[config.mk]
export PLATFORM = sky130hd
export DESIGN_NAME = add_12_reduce_ctrl
export DESIGN_NICKNAME = d
export VERILOG_FILES = /design/src/rtl/add_12_reduce_ctrl.sv
export SDC_FILE = /design/constraint.sdc
export NUM_CORES = 1
export LEC_CHECK = 0
export ABC_AREA = 1
export CAP_MARGIN = 20
export CORE_MARGIN = 4
export CORE_UTILIZATION = 53
export CTS_BUF_LIST = sky130_fd_sc_hd__clkbuf_2
export DETAILED_ROUTE_END_ITERATION = 10
export PLACE_DENSITY = 0.88
export SLEW_MARGIN = 5
export SYNTH_ARGS = -nofsm -noshare
export SYNTH_HDL_FRONTEND = slang
export SYNTH_SLANG_ARGS = --single-unit
[constraint.sdc]
create_clock -name clk_i -period 4.7 [get_ports clk_i]
set_clock_uncertainty 0.1 [all_clocks]
set_input_delay 0.94 -clock clk_i [delete_from_list [all_inputs] [get_ports clk_i]]
set_output_delay 0.94 -clock clk_i [all_outputs]
set_load 0.02 [all_outputs]
[src/rtl/add_12_reduce_ctrl.sv]
// Reduction scheduler: sums a job of LEN 12-bit floats through one shared, fully
// pipelined adder by recirculating partial sums so the pipeline never stalls on latency.
module add_12_reduce_ctrl #(
   parameter int ADD_LAT = 5,
   parameter int LEN_W   = 8
) (
   input  logic             clk_i,
   input  logic             rst_n_i,
   input  logic             start_i,
   input  logic [LEN_W-1:0] len_i,
   input  logic             in_valid_i,
   input  logic [11:0]      in_data_i,
   output logic             in_ready_o,
   output logic [11:0]      add_a_o,
   output logic [11:0]      add_b_o,
   input  logic [11:0]      add_sum_i,
   output logic             out_valid_o,
   output logic [11:0]      out_data_o,
   input  logic             out_ready_i,
   output logic             busy_o
);

   typedef enum logic [1:0] {S_IDLE, S_ACCUM, S_OUT} state_t;

   state_t             state_q, state_d;
   logic [LEN_W-1:0]   remaining_q;
   logic [ADD_LAT-1:0] tag_q;
   logic               hold_v_q;
   logic [11:0]        hold_q;

   logic               sum_valid;
   logic               accept;
   logic               acc_done;
   logic               issue;
   logic               hold_load;
   logic               hold_clr;
   logic [11:0]        hold_d;

   assign sum_valid   = tag_q[ADD_LAT-1];
   assign in_ready_o  = (state_q == S_ACCUM) && (remaining_q != '0);
   assign accept      = in_valid_i & in_ready_o;
   // Exactly one live value is left once nothing remains to accept and nothing is in flight.
   assign acc_done    = (state_q == S_ACCUM) && (remaining_q == '0) && (tag_q == '0) && hold_v_q;
   assign busy_o      = (state_q != S_IDLE);
   assign out_valid_o = (state_q == S_OUT) ? 1'b1 : 1'b0;

   // NOTE: sequential state uses non-blocking (<=) so every flop samples pre-edge values
   // regardless of the order in which the always blocks are evaluated.
   always_ff @(posedge clk_i) begin
      if (!rst_n_i) state_q <= S_IDLE;
      else          state_q <= state_d;
   end

   always_comb begin
      // NOTE: default assignment first so no path leaves state_d unassigned (no latch).
      state_d = state_q;
      unique case (state_q)
         S_IDLE:  if (start_i) state_d = (len_i == '0) ? S_OUT : S_ACCUM;
         S_ACCUM: if (acc_done) state_d = S_OUT;
         S_OUT:   if (out_ready_i) state_d = S_IDLE;
         default: state_d = S_IDLE;
      endcase
   end

   always_comb begin
      issue     = 1'b0;
      hold_load = 1'b0;
      hold_clr  = 1'b0;
      hold_d    = in_data_i;
      add_a_o   = 12'h000;
      add_b_o   = 12'h000;
      if (state_q == S_ACCUM) begin
         if (sum_valid && accept) begin
            issue   = 1'b1;
            add_a_o = add_sum_i;
            add_b_o = in_data_i;
         end else if (sum_valid && hold_v_q) begin
            issue    = 1'b1;
            hold_clr = 1'b1;
            add_a_o  = add_sum_i;
            add_b_o  = hold_q;
         end else if (sum_valid) begin
            hold_load = 1'b1;
            hold_d    = add_sum_i;
         end else if (accept && hold_v_q) begin
            issue    = 1'b1;
            hold_clr = 1'b1;
            add_a_o  = hold_q;
            add_b_o  = in_data_i;
         end else if (accept) begin
            hold_load = 1'b1;
         end
      end
   end

   always_ff @(posedge clk_i) begin
      if (!rst_n_i) begin
         remaining_q <= '0;
         tag_q       <= '0;
         hold_v_q    <= 1'b0;
         out_data_o  <= 12'h000;
      end else begin
         tag_q <= (tag_q << 1) | ADD_LAT'(issue);
         unique case (state_q)
            S_IDLE: begin
               if (start_i) begin
                  remaining_q <= len_i;
                  out_data_o  <= 12'h000;
               end
            end
            S_ACCUM: begin
               if (accept) remaining_q <= remaining_q - LEN_W'(1);
               if (acc_done) begin
                  out_data_o <= hold_q;
                  hold_v_q   <= 1'b0;
               end else if (hold_load) begin
                  hold_v_q <= 1'b1;
               end else if (hold_clr) begin
                  hold_v_q <= 1'b0;
               end
            end
            default: ;
         endcase
      end
   end

   // NOTE: hold data is not reset; hold_v_q qualifies it, so only the valid bit needs one.
   always_ff @(posedge clk_i) begin
      if (hold_load) hold_q <= hold_d;
   end

endmodule

======== After elaboration in Yosys (flattened, before gate mapping) ========
Cells that the tools add are included.
word-level totals
  input bits .............................. 37
  word-level logic and storage cells ...... 76
  register bits after elaboration ......... 40
operators by class
  bitwise operators ....................... 2
  equal/unequal tests ..................... 6
  mux-type cells .......................... 42
  reductions and logical operators ........ 19
  $add $sub $neg .......................... 1
operators with widths
  kind                                                                number
  12-bit two-way mux                                                  16
  12-bit case mux with 2 select lines                                 1
  1-bit two-way mux                                                   17
  8-bit logical NOT                                                   2
  8-bit two-way mux                                                   2
  8-bit case mux with 2 select lines                                  1
  3-bit AND reduction                                                 3
  2-bit two-way mux                                                   4
  2-bit != test, second input constant                                4
  8-bit nonzero test                                                  1
  8-bit by 1-bit subtractor with 8-bit output, second input constant  1
  1-bit logical AND                                                   7
  2-bit case mux with 3 select lines                                  1
  5-bit logical NOT                                                   1
  5-bit by 1-bit OR with 5-bit output                                 1
  2-bit nonzero test                                                  2
  3-bit nonzero test                                                  1
  2-bit by 1-bit == test with 1-bit output, second input constant     1
  2-bit == test, second input constant                                1
  2-bit logical NOT                                                   1
  2-bit AND reduction                                                 1
  1-bit bitwise AND                                                   1

======== Logic depth before layout (Yosys ltp) ========
Gate-level depths: netlist (run 1).
  depth after elaboration ................. 12
  gate-level depth with buffers ........... 12
  mapped depth without buffers ............ 11

======== Worst setup path after synthesis (run 1) ========
No wires, ideal clock.
  path kind ............................... input to output
  start ................................... input port in_valid_i
  end ..................................... output port add_b_o[10]
  data arrival time ....................... 1730 ps
  required time ........................... 3660 ps
  stages .................................. 5
  buffers on the path ..................... 1
  path slack .............................. 1930 ps
  path through ............................ nand3_4 -> nor2_2 -> buf_2 -> nor2_1 -> nor2_1
between the ends
  cells in the longest elaborated chain, start to end .. 7
RTL lines
  what                  RTL line  RTL
  start: declaration    11        input logic in_valid_i,
  1-bit bitwise AND *   41        assign accept = in_valid_i & in_ready_o;
  1-bit logical AND     85        end else if (accept && hold_v_q) begin
  12-bit two-way mux    85
  12-bit two-way mux    82        end else if (sum_valid) begin
  12-bit two-way mux    77        end else if (sum_valid && hold_v_q) begin
  12-bit two-way mux *  73        if (sum_valid && accept) begin
  12-bit two-way mux *  72        if (state_q == S_ACCUM) begin
  end: declaration      15        output logic [11:0] add_b_o,
Mark *: on every way between the ends. The rest lies on a longest branch, timed or not.

======== Final worst setup path (run 1) ========
  start ................................... register state_q[0]
  end ..................................... output port add_b_o[11]
between the ends
  cells in the longest elaborated chain, start to end .. 9
RTL lines
  what                                        RTL line  RTL
  start: declaration                          25        state_t state_q, state_d;
  start signal: assignment                    51        else state_q <= state_d;
  2-bit by 1-bit == test with 1-bit output *  40, 72
  1-bit logical AND                           40        assign in_ready_o = (state_q == S_ACCUM) && (remaining_q != '0);
  1-bit bitwise AND                           41
  1-bit logical AND                           85
  12-bit two-way mux                          85
  12-bit two-way mux                          82
  12-bit two-way mux                          77
  12-bit two-way mux                          73
  12-bit two-way mux *                        72
Marked as above.

==> results.json, run 1 <==
{
  "core_mm2": 0.004692,
  "placed_area_mm2": 0.003252,
  "crit_arrival_ns": 3.32,
  "power_mw": 1.480,
  "io_buffers": 75,
  "first_pass_iters": 4,
  "async_flop_share_pct": 0,
  "crit_top_cell": "nor2_1",
  "vias": 2703,
  "muxShareOfSynthArea_pct": 0.3914,
  "layout-drive-gt1-share_pct": 5.870,
  "antenna_cells": 0,
  "ant_nets": 0,
  "fin_nets": 497,
  "ys_seq_area_share_pct": 36.01,
  "overflow": 0,
  "path_class": "reg -> out",
  "power_density_mw_per_mm2": 445.8,
  "clock_latency_ns": 0.43,
  "hold_viol": 0,
  "synth.most_common_cell": "nor2_1",
  "netlist_top_cells_area": "dfxtp_1 22%, edfxtp_1 14%, nor2_1 13%",
  "cp_cell_sequence": "nand2_2, inv_2, nand3_4, nor2_2, nor2_1, nor2_1, clkdlybuf4s50_1",
  "synth_compound_area_share_pct": 14.38,
  "root_buffer": "clkbuf_2",
  "cts.repair.resized": 0,
  "slowest_stage": "clkdlybuf4s50_1",
  "postSynthAreaPerCell_um2": 6.442,
  "synth_top_family_by_area": "simple AND/OR/NAND/NOR gates",
  "crit_path_end_kind": "output pin",
  "critical_path.max_fanout": 38,
  "grt.total_usage_pct": 24.43,
  "finalHoldWorstSlack_ns": 0.3481,
  "ctsHoldBuffers": 0,
  "synth_fa_ha_area_share_pct": 0.4892,
  "tns_ns": 0,
  "drt_iter0_drc": 123,
  "max-cap-violations": 0,
  "synth_simple_gate_area_share_pct": 33.51,
  "slew_headroom_pct": 45.07,
  "dieArea_mm2": 0.006001,
  "tritoncts": "built",
  "grt_pass1_vias": 2574,
  "synth_top_area_share_pct": 21.92,
  "areaGrowthSynthToFinish_pct": 29.79,
  "setup_viol_count_final": 0,
  "rsz0062_at_grt": "false",
  "cts.sinks": 40,
  "initial_core_util_pct": 54.51,
  "final_area_mm2": 0.003319,
  "post_cts_buffers": 0,
  "drt-total-wl_mm": 7.137,
  "htree_levels": 2,
  "max_freq_ghz": 0.2293,
  "dp_cells": 506,
  "slew_violations": 0,
  "cts_buffers": 5,
  "post_drt_wl_per_cell_um": 13.89,
  "grt_pass1_wl_mm": 11.74,
  "cpPeakStageDelay_ns": 0.65,
  "start_kind": "flip-flop",
  "status": "complete, no violations",
  "cts_max_path_buffers": 2,
  "utilization_pct": 70.75,
  "synth-seq-cells": 40,
  "vdd_ir_drop_max_mv": 0.2707,
  "path_clk_slew_ns": 0.22,
  "final_cells": 514,
  "cellLeakagePower_nw": 1.584,
  "place_congestion": 0.8589,
  "dp_hpwl_mm": 5.254,
  "worst-path-buf-inv": 2,
  "min_path_type": "reg -> reg",
  "die_h_um": 77.47,
  "worst_slew_pin_slew_ns": 0.8214,
  "netlist_area_mm2": 0.002557,
  "setup_slack_ns": 0.3385,
  "pre_cts_slack_ns": 0.6518,
  "fin_crit_sh_pct": 92.80,
  "synth_flop_cell": "dfxtp_1",
  "antenna_found_initial": 0,
  "ys_types": 30,
  "vias_per_cell": 5.259,
  "period_needed_ns": 4.362,
  "synth_edf_count": 12,
  "drc": 0,
  "yosys-top-cells-count": "88 x nor2_1, 60 x nand2_1, 58 x inv_1, 50 x o21ai_0, 33 x nand3_1",
  "num_rows": 25,
  "fp.dieW_um": 77.47,
  "synth_nets": 435,
  "yosys.area.top_type": "dfxtp_1",
  "critPathTopFamily": "buffers and inverters",
  "yosysWarningCount": 0,
  "required_ns": 3.66,
  "ios": 76,
  "synthCells": 397,
  "synth-xor-area-share_pct": 0.6849,
  "grt_max_degree": 39
}
tightest hold or removal path, cell delays in order (launching register included):
cell     delay [ns]
dfxtp_1        0.37
nand2_1        0.05
inv_1          0.03
metal layers:
layer / up-vias / global-route usage [%] / part of all wire, %
met5: - / 0 / 0
met4: 0 / 8.185 / 1.6
met3: 11 / 7.425 / 7.1
met2: 93 / 42.49 / 50
met1: 1231 / 28.51 / 41
li1: 1368 / - / -
flip-flops by register name, summed over array words and instances, names as in the netlist:
signal,count
out_data_o,12
hold_v_q,1
tag_q,5
remaining_q,8
hold_q,12
state_q,2
where the power goes:
part,switching (mW),internal (mW)
Combinational,0.492,0.280
Clock,0.125,0.0892
Sequential,0.0539,0.439
final cells by class:
cell class                 count  area [µm²]
sequential                    40       920.9
clock buffer                   5       25.02
multi-input combinational    272        1265
tap                           54       67.56
fill                         411        1373
inverter                      64       240.2
clock inverter                 3       42.54
timing repair buffer          76       758.2
cell usage in the layout (no fill, tap or decap), types with 2 or more instances in the layout:
cell / Yosys / layout
nor2_1: 88 / 88
clkdlybuf4s50_1: 0 / 75
nand2_1: 60 / 60
inv_1: 58 / 58
o21ai_0: 50 / 50
nand3_1: 33 / 33
dfxtp_1: 28 / 28
o21ai_1: 14 / 14
edfxtp_1: 12 / 12
inv_2: 6 / 6
a21oi_1: 5 / 5
clkbuf_2: 0 / 5
nor2_2: 3 / 3
nand2_2: 2 / 2
and3_1: 2 / 2
or2_2: 2 / 2
xor2_1: 2 / 2
final timing paths:
kind	depth (start not counted)	startpoint	endpoint	slack [ns]
worst max-delay path	7	state_q[0]	add_b_o[11]	0.34
worst min register to register	2	tag_q[3]	tag_q[4]	0.35
worst max register to register	5	state_q[0]	hold_q[7]	2.00
worst min-delay path	2	tag_q[3]	tag_q[4]	0.35
cells by family (layout without fill, tap and decap cells):
| family | Yosys count | after routing |
|---|---|---|
| AO/OA/AOI/OAI | 72 | 72 |
| XOR/XNOR | 2 | 2 |
| adder cells (fa/ha/maj) | 1 | 1 |
| buffers and inverters | 85 | 148 |
| flip-flops | 40 | 40 |
| multiplexers | 1 | 1 |
| AND/OR/NAND/NOR | 196 | 196 |
No activity file was read; power rests on OpenSTA's default activity.
==> inputs of run 2 (changes only) <==
--- a/config.mk
+++ b/config.mk
@@ -16,3 +16,4 @@
 export SYNTH_ARGS = -nofsm -noshare
 export SYNTH_HDL_FRONTEND = slang
 export SYNTH_SLANG_ARGS = --single-unit
+export TNS_END_PERCENT = 5
==> results of run 2 <==
The final DEF is identical to that of run 1; final timing and power are the same.
==> inputs of run 3 (changes only) <==
--- a/config.mk
+++ b/config.mk
@@ -7,11 +7,12 @@
 export LEC_CHECK = 0
 export ABC_AREA = 1
 export CAP_MARGIN = 20
-export CORE_MARGIN = 4
-export CORE_UTILIZATION = 53
+export CELL_PAD_IN_SITES_DETAIL_PLACEMENT = 0
+export CELL_PAD_IN_SITES_GLOBAL_PLACEMENT = 1
+export CORE_UTILIZATION = 36
 export CTS_BUF_LIST = sky130_fd_sc_hd__clkbuf_2
 export DETAILED_ROUTE_END_ITERATION = 10
-export PLACE_DENSITY = 0.88
+export PLACE_DENSITY_LB_ADDON = 0.1
 export SLEW_MARGIN = 5
 export SYNTH_ARGS = -nofsm -noshare
 export SYNTH_HDL_FRONTEND = slang
==> results.json, run 3 (same netlist as run 1, synthesis figures left out) <==
{
  "max-cap-violations": 0,
  "ios": 76,
  "dp_cells": 550,
  "post_cts_buffers": 0,
  "antenna_found_initial": 0,
  "vias_per_cell": 4.751,
  "ctsHoldBuffers": 0,
  "overflow": 0,
  "pre_cts_slack_ns": 0.6323,
  "root_buffer": "clkbuf_2",
  "hold_viol": 0,
  "grt.total_usage_pct": 21.09,
  "fillerInstances": 751,
  "crit_arrival_ns": 3.19,
  "clkPwrFrac_pct": 15.1,
  "fp.dieW_um": 86.29,
  "period_needed_ns": 4.234,
  "setup_viol_count_final": 0,
  "critical_path.max_fanout": 23,
  "crit_path_end_kind": "output pin",
  "status": "complete, no violations",
  "switching_power_mw": 0.6796,
  "path_clk_slew_ns": 0.25,
  "clock_latency_ns": 0.44,
  "p_seq_share_pct": 33.0,
  "cts_buffers": 5,
  "grt_max_degree": 28,
  "initial_core_util_pct": 37.44,
  "internal_power_mw": 0.8159,
  "min_path_type": "reg -> reg",
  "min_to": "tag_q[1]",
  "power_mw": 1.495,
  "drc": 0,
  "rr_startpoint": "state_q[0]",
  "tritoncts": "built",
  "setup_slack_ns": 0.4664,
  "drt-total-wl_mm": 7.406,
  "mostFrequentLayoutCells": "88 x nor2_1, 75 x clkdlybuf4s50_1, 60 x nand2_1, 58 x inv_1, 50 x o21ai_0",
  "slew_violations": 0,
  "cellLeakagePower_nw": 1.593,
  "fin_crit_sh_pct": 90.08,
  "cts.repair.resized": 0,
  "cts_max_path_buffers": 2,
  "antenna_cells": 0,
  "tns_ns": 0,
  "seq_area_um2": 920.9,
  "dieArea_mm2": 0.007445,
  "path_class": "reg -> out",
  "io_buffers": 75,
  "pwr-share-comb_pct": 51.9,
  "num_rows": 30,
  "ant_nets": 0,
  "layout-drive-gt1-share_pct": 6.494,
  "switching_share_pct": 45.44,
  "max_freq_ghz": 0.2362,
  "r2r_cells": 5,
  "dp_hpwl_mm": 5.289,
  "min_delay_path_depth": 2,
  "core_mm2": 0.006832,
  "post_drt_wl_per_cell_um": 13.27,
  "required_ns": 3.66,
  "vias": 2651,
  "power_density_mw_per_mm2": 441.0,
  "drt_iter0_drc": 102,
  "vdd_ir_drop_max_mv": 0.2428,
  "htree_levels": 2,
  "worst_slew_pin_slew_ns": 0.9187,
  "grt_pass1_wl_mm": 12.26,
  "start_kind": "flip-flop",
  "r2r_slack_ns": 2.20,
  "first_pass_iters": 4,
  "cts.sinks": 40,
  "slew_headroom_pct": 38.56,
  "grt_pass1_vias": 2622,
  "r2r_end": "hold_q[7]",
  "hp-start": "tag_q[0]",
  "die_h_um": 86.29,
  "multiInputGateArea_mm2": 0.001265,
  "largest_registers": "hold_q x12, out_data_o x12, remaining_q x8",
  "place_congestion": 0.7820,
  "rsz0062_at_grt": "false",
  "fin_nets": 499,
  "areaGrowthSynthToFinish_pct": 32.58,
  "final_common_cell": "nor2_1",
  "final_cells": 558
}
==> run 3: cell count changes in the layout (fill, tap and decap cells not counted) <==
cell / before / now
clkinvlp_4: 0 / 1
inv_6: 0 / 1
clkinv_4: 1 / 0
clkinv_1: 1 / 0
buf_4: 1 / 3
==> run 3: layout make-up <==
class                   count  share of cell area (%)
multi-input cells         272                   37.31
flip-flops and latches     40                   27.16
repair buffers             78                   22.80
inverters                  64                   7.085
well taps                  96                   3.542
clock inverters             3                   1.365
clock buffers               5                  0.7380
==> run 3: worst max path at each step <==
stage,endpoint,slack [ns],start
finish,add_b_o[0],0.47,state_q[0]
floorplan,add_b_o[10],1.93,in_valid_i
detailed placement,add_a_o[1],0.63,in_valid_i
CTS,add_a_o[1],0.42,state_q[0]
global placement,add_b_o[0],0.66,in_valid_i
global route,add_a_o[3],0.15,state_q[1]
==> run 3: critical path: stages, from the launching register on <==
cell	delay [ns]
dfxtp_1	0.44
nand2_2	0.29
inv_2	0.46
nand3_4	0.18
nor2_2	0.31
buf_4	0.22
nor2_1	0.06
nor2_1	0.13
clkdlybuf4s50_1	0.66
==> run 3: through the flow <==
stage / util (%) / cell area (µm²) / hold WS [ns]
2_1_floorplan: - / 2557 / 0.3071
3_3_place_gp: 48.59 / 3319 / 0.3116
3_5_place_dp: 48.59 / 3319 / 0.3183
4_1_cts: 49.63 / 3391 / 0.3461
5_1_grt: 49.63 / 3391 / 0.3692
6_report: 49.63 / 3391 / 0.3388
==> run 3: per-layer routing <==
metal  part of all wire, %  up-vias  global-route usage, %
met4                   2.9        0                  8.939
met1                    45     1191                  25.10
met3                   5.4       18                  4.286
li1                      -     1370                      -
met2                    47       72                  36.87
met5                     0        -                      0
==> run 3: power by group through the flow <==
| stage | Clock, mW | Combinational, mW | Sequential, mW |
|---|---|---|---|
| finish | 0.227 | 0.776 | 0.493 |
| global route | 0.241 | 0.880 | 0.504 |
| CTS | 0.233 | 0.785 | 0.493 |
| detailed placement | 0 | 0.780 | 0.501 |
| global placement | 0 | 0.780 | 0.500 |
| floorplan | 0 | 0.534 | 0.530 |
